**src/rtl/traffic_light_multi_if.sv**
```systemverilog
// Lamp and control bundle for the N-way traffic light controller.
// The controller owns the slave side; the intersection logic or bench owns the master side.
interface traffic_light_multi_if #(
    parameter int NUM_WAYS = 4
);
    localparam int AW = (NUM_WAYS > 1) ? $clog2(NUM_WAYS) : 1;

    logic                flash_mode;
    logic [NUM_WAYS-1:0] req;
    logic [NUM_WAYS-1:0] red;
    logic [NUM_WAYS-1:0] yellow;
    logic [NUM_WAYS-1:0] green;
    logic [AW-1:0]       active_way;
    logic [1:0]          phase;

    modport master (
        output flash_mode, req,
        input  red, yellow, green, active_way, phase
    );

    modport slave (
        input  flash_mode, req,
        output red, yellow, green, active_way, phase
    );
endinterface

```
**src/rtl/traffic_light_multi.sv**
```systemverilog
// N-way round-robin traffic light: GREEN, YELLOW, ALL-RED per way, with demand gap-out
// and a flashing-yellow maintenance mode. Lamps are registered from the next-state decode.
module traffic_light_multi #(
    parameter int NUM_WAYS          = 4,
    parameter int CNT_W             = 32,
    parameter int GREEN_CYCLES      = 1_500_000_000,
    parameter int MIN_GREEN_CYCLES  = 500_000_000,
    parameter int YELLOW_CYCLES     = 250_000_000,
    parameter int ALLRED_CYCLES     = 50_000_000,
    parameter int FLASH_HALF_CYCLES = 25_000_000
) (
    input  logic                 clk,
    input  logic                 rst,
    traffic_light_multi_if.slave bus
);
    localparam int AW = (NUM_WAYS > 1) ? $clog2(NUM_WAYS) : 1;

    localparam logic [1:0] PH_GREEN  = 2'b00;
    localparam logic [1:0] PH_YELLOW = 2'b01;
    localparam logic [1:0] PH_ALLRED = 2'b10;
    localparam logic [1:0] PH_FLASH  = 2'b11;

    localparam logic [CNT_W-1:0] GREEN_LAST  = CNT_W'(GREEN_CYCLES - 1);
    localparam logic [CNT_W-1:0] MIN_LAST    = CNT_W'(MIN_GREEN_CYCLES - 1);
    localparam logic [CNT_W-1:0] YELLOW_LAST = CNT_W'(YELLOW_CYCLES - 1);
    localparam logic [CNT_W-1:0] ALLRED_LAST = CNT_W'(ALLRED_CYCLES - 1);
    localparam logic [CNT_W-1:0] FLASH_LAST  = CNT_W'(FLASH_HALF_CYCLES - 1);
    localparam logic [AW-1:0]    LAST_WAY    = AW'(NUM_WAYS - 1);

    logic [1:0]          phase_q, phase_n;
    logic [AW-1:0]       active_q, active_n;
    logic [CNT_W-1:0]    timer_q, timer_n;
    logic                toggle_q, toggle_n;
    logic [NUM_WAYS-1:0] dem_q, dem_n;
    logic [NUM_WAYS-1:0] red_q, red_n;
    logic [NUM_WAYS-1:0] yellow_q, yellow_n;
    logic [NUM_WAYS-1:0] green_q, green_n;

    logic [NUM_WAYS-1:0] active_oh;
    logic [NUM_WAYS-1:0] next_oh;
    logic                other_dem;
    logic                entering_green;

    always_comb begin
        active_oh = '0;
        for (int i = 0; i < NUM_WAYS; i++) begin
            if (active_q == AW'(i)) active_oh[i] = 1'b1;
        end
        other_dem = |(dem_q & ~active_oh);
    end

    // Phase sequencing; flash_mode overrides everything except reset.
    always_comb begin
        phase_n  = phase_q;
        active_n = active_q;
        timer_n  = timer_q + CNT_W'(1);
        toggle_n = toggle_q;
        if (bus.flash_mode) begin
            if (phase_q != PH_FLASH) begin
                phase_n  = PH_FLASH;
                timer_n  = '0;
                toggle_n = 1'b1;
            end else if (timer_q == FLASH_LAST) begin
                timer_n  = '0;
                toggle_n = ~toggle_q;
            end
        end else begin
            case (phase_q)
                PH_GREEN: begin
                    if (timer_q == GREEN_LAST || (timer_q >= MIN_LAST && other_dem)) begin
                        phase_n = PH_YELLOW;
                        timer_n = '0;
                    end
                end
                PH_YELLOW: begin
                    if (timer_q == YELLOW_LAST) begin
                        phase_n = PH_ALLRED;
                        timer_n = '0;
                    end
                end
                PH_ALLRED: begin
                    if (timer_q == ALLRED_LAST) begin
                        phase_n  = PH_GREEN;
                        timer_n  = '0;
                        active_n = (active_q == LAST_WAY) ? '0 : active_q + AW'(1);
                    end
                end
                default: begin
                    // Leaving maintenance: clear through all-red and restart at way 0.
                    phase_n  = PH_ALLRED;
                    timer_n  = '0;
                    active_n = LAST_WAY;
                end
            endcase
        end
    end

    // Demand latches and next-state lamp decode.
    always_comb begin
        next_oh = '0;
        for (int i = 0; i < NUM_WAYS; i++) begin
            if (active_n == AW'(i)) next_oh[i] = 1'b1;
        end
        entering_green = (phase_n == PH_GREEN) && (phase_q != PH_GREEN);

        dem_n = dem_q;
        for (int i = 0; i < NUM_WAYS; i++) begin
            if (bus.req[i] && !(phase_q == PH_GREEN && active_oh[i])) dem_n[i] = 1'b1;
            if (entering_green && next_oh[i]) dem_n[i] = 1'b0;
        end

        red_n    = '0;
        yellow_n = '0;
        green_n  = '0;
        case (phase_n)
            PH_GREEN: begin
                red_n   = ~next_oh;
                green_n = next_oh;
            end
            PH_YELLOW: begin
                red_n    = ~next_oh;
                yellow_n = next_oh;
            end
            PH_ALLRED: red_n = '1;
            default:   yellow_n = {NUM_WAYS{toggle_n}};
        endcase
    end

    always_ff @(posedge clk) begin
        if (rst) begin
            phase_q  <= PH_ALLRED;
            active_q <= LAST_WAY;
            timer_q  <= '0;
            toggle_q <= 1'b1;
            dem_q    <= '0;
            red_q    <= '1;
            yellow_q <= '0;
            green_q  <= '0;
        end else begin
            phase_q  <= phase_n;
            active_q <= active_n;
            timer_q  <= timer_n;
            toggle_q <= toggle_n;
            dem_q    <= dem_n;
            red_q    <= red_n;
            yellow_q <= yellow_n;
            green_q  <= green_n;
        end
    end

    assign bus.red        = red_q;
    assign bus.yellow     = yellow_q;
    assign bus.green      = green_q;
    assign bus.active_way = active_q;
    assign bus.phase      = phase_q;
endmodule

```
**src/flat_wrapper.sv**
```systemverilog
// flat-port wrapper written by rule: the top's interface ports become plain ports
module traffic_light_multi_flat 
#(
    parameter int NUM_WAYS          = 4,
    parameter int CNT_W             = 32,
    parameter int GREEN_CYCLES      = 1_500_000_000,
    parameter int MIN_GREEN_CYCLES  = 500_000_000,
    parameter int YELLOW_CYCLES     = 250_000_000,
    parameter int ALLRED_CYCLES     = 50_000_000,
    parameter int FLASH_HALF_CYCLES = 25_000_000
)
  (clk, rst, bus_flash_mode, bus_req, bus_red, bus_yellow, bus_green, bus_active_way, bus_phase);
  traffic_light_multi_if #(.NUM_WAYS(NUM_WAYS)) bus_i ();
  input  logic clk;
  input  logic rst;
  input wire logic [$bits(bus_i.flash_mode)-1:0] bus_flash_mode;
  input wire logic [$bits(bus_i.req)-1:0] bus_req;
  output wire logic [$bits(bus_i.red)-1:0] bus_red;
  output wire logic [$bits(bus_i.yellow)-1:0] bus_yellow;
  output wire logic [$bits(bus_i.green)-1:0] bus_green;
  output wire logic [$bits(bus_i.active_way)-1:0] bus_active_way;
  output wire logic [$bits(bus_i.phase)-1:0] bus_phase;
  assign bus_i.flash_mode = bus_flash_mode;
  assign bus_i.req = bus_req;
  assign bus_red = bus_i.red;
  assign bus_yellow = bus_i.yellow;
  assign bus_green = bus_i.green;
  assign bus_active_way = bus_i.active_way;
  assign bus_phase = bus_i.phase;
  traffic_light_multi #(.NUM_WAYS(NUM_WAYS), .CNT_W(CNT_W), .GREEN_CYCLES(GREEN_CYCLES), .MIN_GREEN_CYCLES(MIN_GREEN_CYCLES), .YELLOW_CYCLES(YELLOW_CYCLES), .ALLRED_CYCLES(ALLRED_CYCLES), .FLASH_HALF_CYCLES(FLASH_HALF_CYCLES)) u_core (.clk(clk), .rst(rst), .bus(bus_i));
endmodule
```
**config.mk**
```make
export PLATFORM = sky130hd
export DESIGN_NAME = traffic_light_multi_flat
export DESIGN_NICKNAME = d
export VERILOG_FILES = /design/src/rtl/traffic_light_multi_if.sv /design/src/rtl/traffic_light_multi.sv /design/src/flat_wrapper.sv
export SDC_FILE = /design/constraint.sdc
export NUM_CORES = 1
export LEC_CHECK = 0
export BUFFER_PORTS_ARGS = -buffer_cell sky130_fd_sc_hd__buf_4
export CAP_MARGIN = 20
export CORE_MARGIN = 8
export CORE_UTILIZATION = 49
export DETAILED_ROUTE_END_ITERATION = 12
export HOLD_SLACK_MARGIN = 0.03
export MAX_ROUTING_LAYER = met4
export PLACE_DENSITY = 0.77
export REMOVE_ABC_BUFFERS = 1
export SLEW_MARGIN = 5
export SYNTH_ARGS = -nofsm -noshare
export SYNTH_HDL_FRONTEND = slang
export SYNTH_SLANG_ARGS = --single-unit
```
**constraint.sdc**
```tcl
create_clock -name clk -period 3.4 [get_ports clk]
set_input_delay 0.34 -clock clk [delete_from_list [all_inputs] [get_ports clk]]
set_output_delay 0.34 -clock clk [all_outputs]
set_load 0.01 [all_outputs]
```
==> impl_metrics.csv <==
group,metric,value,unit
outcome,run_status,"finished clean",
setup_path,crit_arrival,3240,ps
synth,synth_cells,324,
placement,number_of_input_and_output_port_buffers_inserted,22,
hold_path,worstHoldPathCells,2,
synth,synth.avg_cell_area,8.42,um2
power_and_ir_drop,static-leakage-power,1.10,nW
synth,synth_enable_flop_cells,0,
route,routed_via_density,5.82,
cells_and_area,most_common_cell_after_layout_fill_and_taps_aside,"sky130_fd_sc_hd__dfxtp_1",
setup_path,ff2ff_path_depth,6,
synth,synth.largest_area_cell,"sky130_fd_sc_hd__dfxtp_1",
synth,synth_top_cell_area_share,0.389,
placement,dpl.hpwl,4510,um
setup_path,setup.reg_to_reg.worst_slack,410,ps
floorplanning,core_area,5440,um2
hold_path,timing.hold.worst.start,"rst",
clock_network,cts.repair_timing.setup_buffer_count,0,
placement,number_of_placed_instances_taps_included,402,
synth,synth_area,2730,um2
setup_path,worst-path-max-fanout,8,
timing,clock_skew,12.0,ps
clock_network,clk_transition_reported_paths,100,ps
cells_and_area,layout.nets,349,
route,drt-met1-wl,2740,um
placement,finalWeightedCongestion,0.913,
synth,netlist-cell-type-count,50,
clock_network,holdBufCountCts,0,
setup_path,worstSetupStartpointType,"flip-flop",
setup_path,critPathCaptureType,"flip-flop",
synth,asyncSetResetFlopFracSynth,0,
clock_network,ctsRootBufferMaster,"sky130_fd_sc_hd__clkbuf_8",
grt,grt_util_all_layers,0.155,
synth,seq_area_frac_synth,0.389,
grt,grt_start_max_net_pins,33,
route,detailroute.via_count,2387,
timing,rsz_0062_raised_after_global_routing,"no",
setup_path,reg2reg_to,"u_core.bus.green[2]$_SDFF_PP0_",
timing,timing.hold.ws,269,ps
power_and_ir_drop,max-vdd-ir-drop,0.198,mV
route,detail_route.wl_per_cell,15.1,um
timing,worst_margin_slew,793,ps
clock_network,cts_resized,0,
cells_and_area,most-common-layout-cells,"sky130_fd_sc_hd__dfxtp_1, sky130_fd_sc_hd__nor2_1, sky130_fd_sc_hd__buf_4",
timing,number_of_max_slew_violations_in_the_final_report,0,
timing,finalCritPeriodShare,0.879,
floorplanning,fp.dieArea,8210,um2
floorplanning,fp.dieW,90.6,um
clock_network,clkSinkCount,53,
grt,grt_pass1_vias,2293,
power_and_ir_drop,power_per_cell_area,350,nW/um2
grt,antenna_violations_before_repair,0,
clock_network,clock_tree.buffer_depth,2,
clock_network,clock_tree_from_tritoncts,"yes",
setup_path,critPathCapture,"u_core.bus.green[2]$_SDFF_PP0_",
synth,synth-main-ff-cell,"sky130_fd_sc_hd__dfxtp_1",
setup_path,crit-reg2reg-launch,"u_core.timer_q[25]$_SDFF_PP0_",
floorplanning,row_count,27,
floorplanning,initial_util,0.502,
route,route.final.wire_length,6200,um
cells_and_area,drive_gt1_frac,0.133,
route,route.antenna.remaining_nets,0,
cells_and_area,areaGrowthSynthToFinish,10.4,%
synth,yosys_register_bits,53,
flow_run,timing.max_cap.violations,0,
setup_path,critPathKind,"flip-flop to flip-flop",
route,topRoutingLayerUsed,"met4",
route,met2_length,2910,um
hold_path,hold_class,"input pin to flip-flop",
timing,timing_hold_violations_final,0,
timing,setup_viol_count_final,0,
cells_and_area,finalNonFillerCells,410,
clock_network,cts_made_buffers,5,
grt,global_route_wire_length_before_repair,10500,um
setup_path,critical_path.startpoint,"u_core.timer_q[25]$_SDFF_PP0_",
synth,ys_warn_count,0,
route,met3_wirelength,442,um
floorplanning,die_y,90.6,um
clock_network,htree_levels,2,
route,drc,0,
power_and_ir_drop,total_power,1.05,mW
floorplanning,design.portCount,23,
setup_path,cp.required,3650,ps
route,detail_route.first_pass.iterations,4,
timing,layout_min_cycle_time,2990,ps
cells_and_area,final_core_utilization,0.554,
cells_and_area,antenna_cells,0,
synth,synth_area_leaders,"sky130_fd_sc_hd__dfxtp_1, sky130_fd_sc_hd__nor2_1, sky130_fd_sc_hd__xor2_1",
timing,fmaxAchievable,335,MHz
route,dr.first_iter.drc_count,154,
grt,grt_remaining_overflow,0,
timing,timing.slew.headroom,0.468,
clock_network,clkLatencyLatePin,310,ps
per-layer routing:
layer / track usage / vias to the layer above
met3: 0.0407 / 15
met4: 0.0583 / 0
met5: - / -
met1: 0.176 / 1107
met2: 0.257 / 79
li1: - / 1186
logic make-up after synthesis:
group	count (synthesis)	synth area share
simple gates	171	0.347
flops	53	0.389
compound gates	40	0.103
xor+xnor	30	0.0963
buf+inv	24	0.0390
fa+ha+maj	5	0.0229
mux	1	0.00367
worst min path at each step:
stage,to
floorplan,u_core.dem_q[0]$_SDFFE_PP0P_
global placement,u_core.timer_q[0]$_SDFF_PP0_
detailed placement,u_core.timer_q[0]$_SDFF_PP0_
CTS,u_core.dem_q[3]$_SDFFE_PP0P_
global route,u_core.dem_q[3]$_SDFFE_PP0P_
finish,u_core.dem_q[3]$_SDFFE_PP0P_
through the flow:
step	setup TNS [ps]	area, um2	setup WS, ps
detailed placement	0	2920	450
global route	0	3010	290
floorplan	-1920	2650	-62.3
global placement	0	2920	519
finish	0	3010	411
CTS	0	3010	437
where the power goes:
part | total [mW] | leakage, nW | switching (mW) | internal (mW)
Sequential | 0.637 | 0.431 | 0.00664 | 0.631
Combinational | 0.0510 | 0.626 | 0.0287 | 0.0222
Clock | 0.365 | 0.0447 | 0.216 | 0.149
Total | 1.05 | 1.10 | 0.251 | 0.802
Yosys cell counts, types with 5 or more instances:
library cell / number
sky130_fd_sc_hd__dfxtp_1: 53
sky130_fd_sc_hd__nor2_1: 48
sky130_fd_sc_hd__nand2_1: 20
sky130_fd_sc_hd__nand3_1: 18
sky130_fd_sc_hd__xor2_1: 17
sky130_fd_sc_hd__nor4_1: 13
sky130_fd_sc_hd__xnor2_1: 13
sky130_fd_sc_hd__a21oi_1: 12
sky130_fd_sc_hd__and3_1: 11
sky130_fd_sc_hd__clkbuf_1: 10
sky130_fd_sc_hd__nand2b_1: 9
sky130_fd_sc_hd__inv_1: 7
sky130_fd_sc_hd__nand4_1: 7
sky130_fd_sc_hd__and2_1: 6
sky130_fd_sc_hd__and4_1: 6
sky130_fd_sc_hd__o21ai_0: 6
sky130_fd_sc_hd__ha_1: 5
critical path, stage by stage (launching register included):
cell and delay (ps):
sky130_fd_sc_hd__dfxtp_1 480, sky130_fd_sc_hd__or4bb_1 540, sky130_fd_sc_hd__or4_4 450, sky130_fd_sc_hd__or4_4 490, sky130_fd_sc_hd__a221o_1 380, sky130_fd_sc_hd__a2111o_1 470
sky130_fd_sc_hd__nor2_1 120
flip-flops by register name, indices dropped and copies added, names as in the netlist:
register and cells:
u_core.dem_q 4, u_core.bus.green 4, u_core.bus.phase 2, u_core.toggle_q 1, u_core.timer_q 32, u_core.bus.active_way 2, u_core.bus.red 4, u_core.bus.yellow 4
layout make-up:
cell class | count | area [um2]
flip-flops and latches | 53 | 1060
clock inverters | 3 | 25.0
repair buffers | 23 | 173
clock buffers | 5 | 68.8
inverters | 7 | 26.3
well taps | 72 | 90.1
fillers | 504 | 2430
multi-input cells | 247 | 1570
Note: power is estimated with default switching activity, not from simulation.
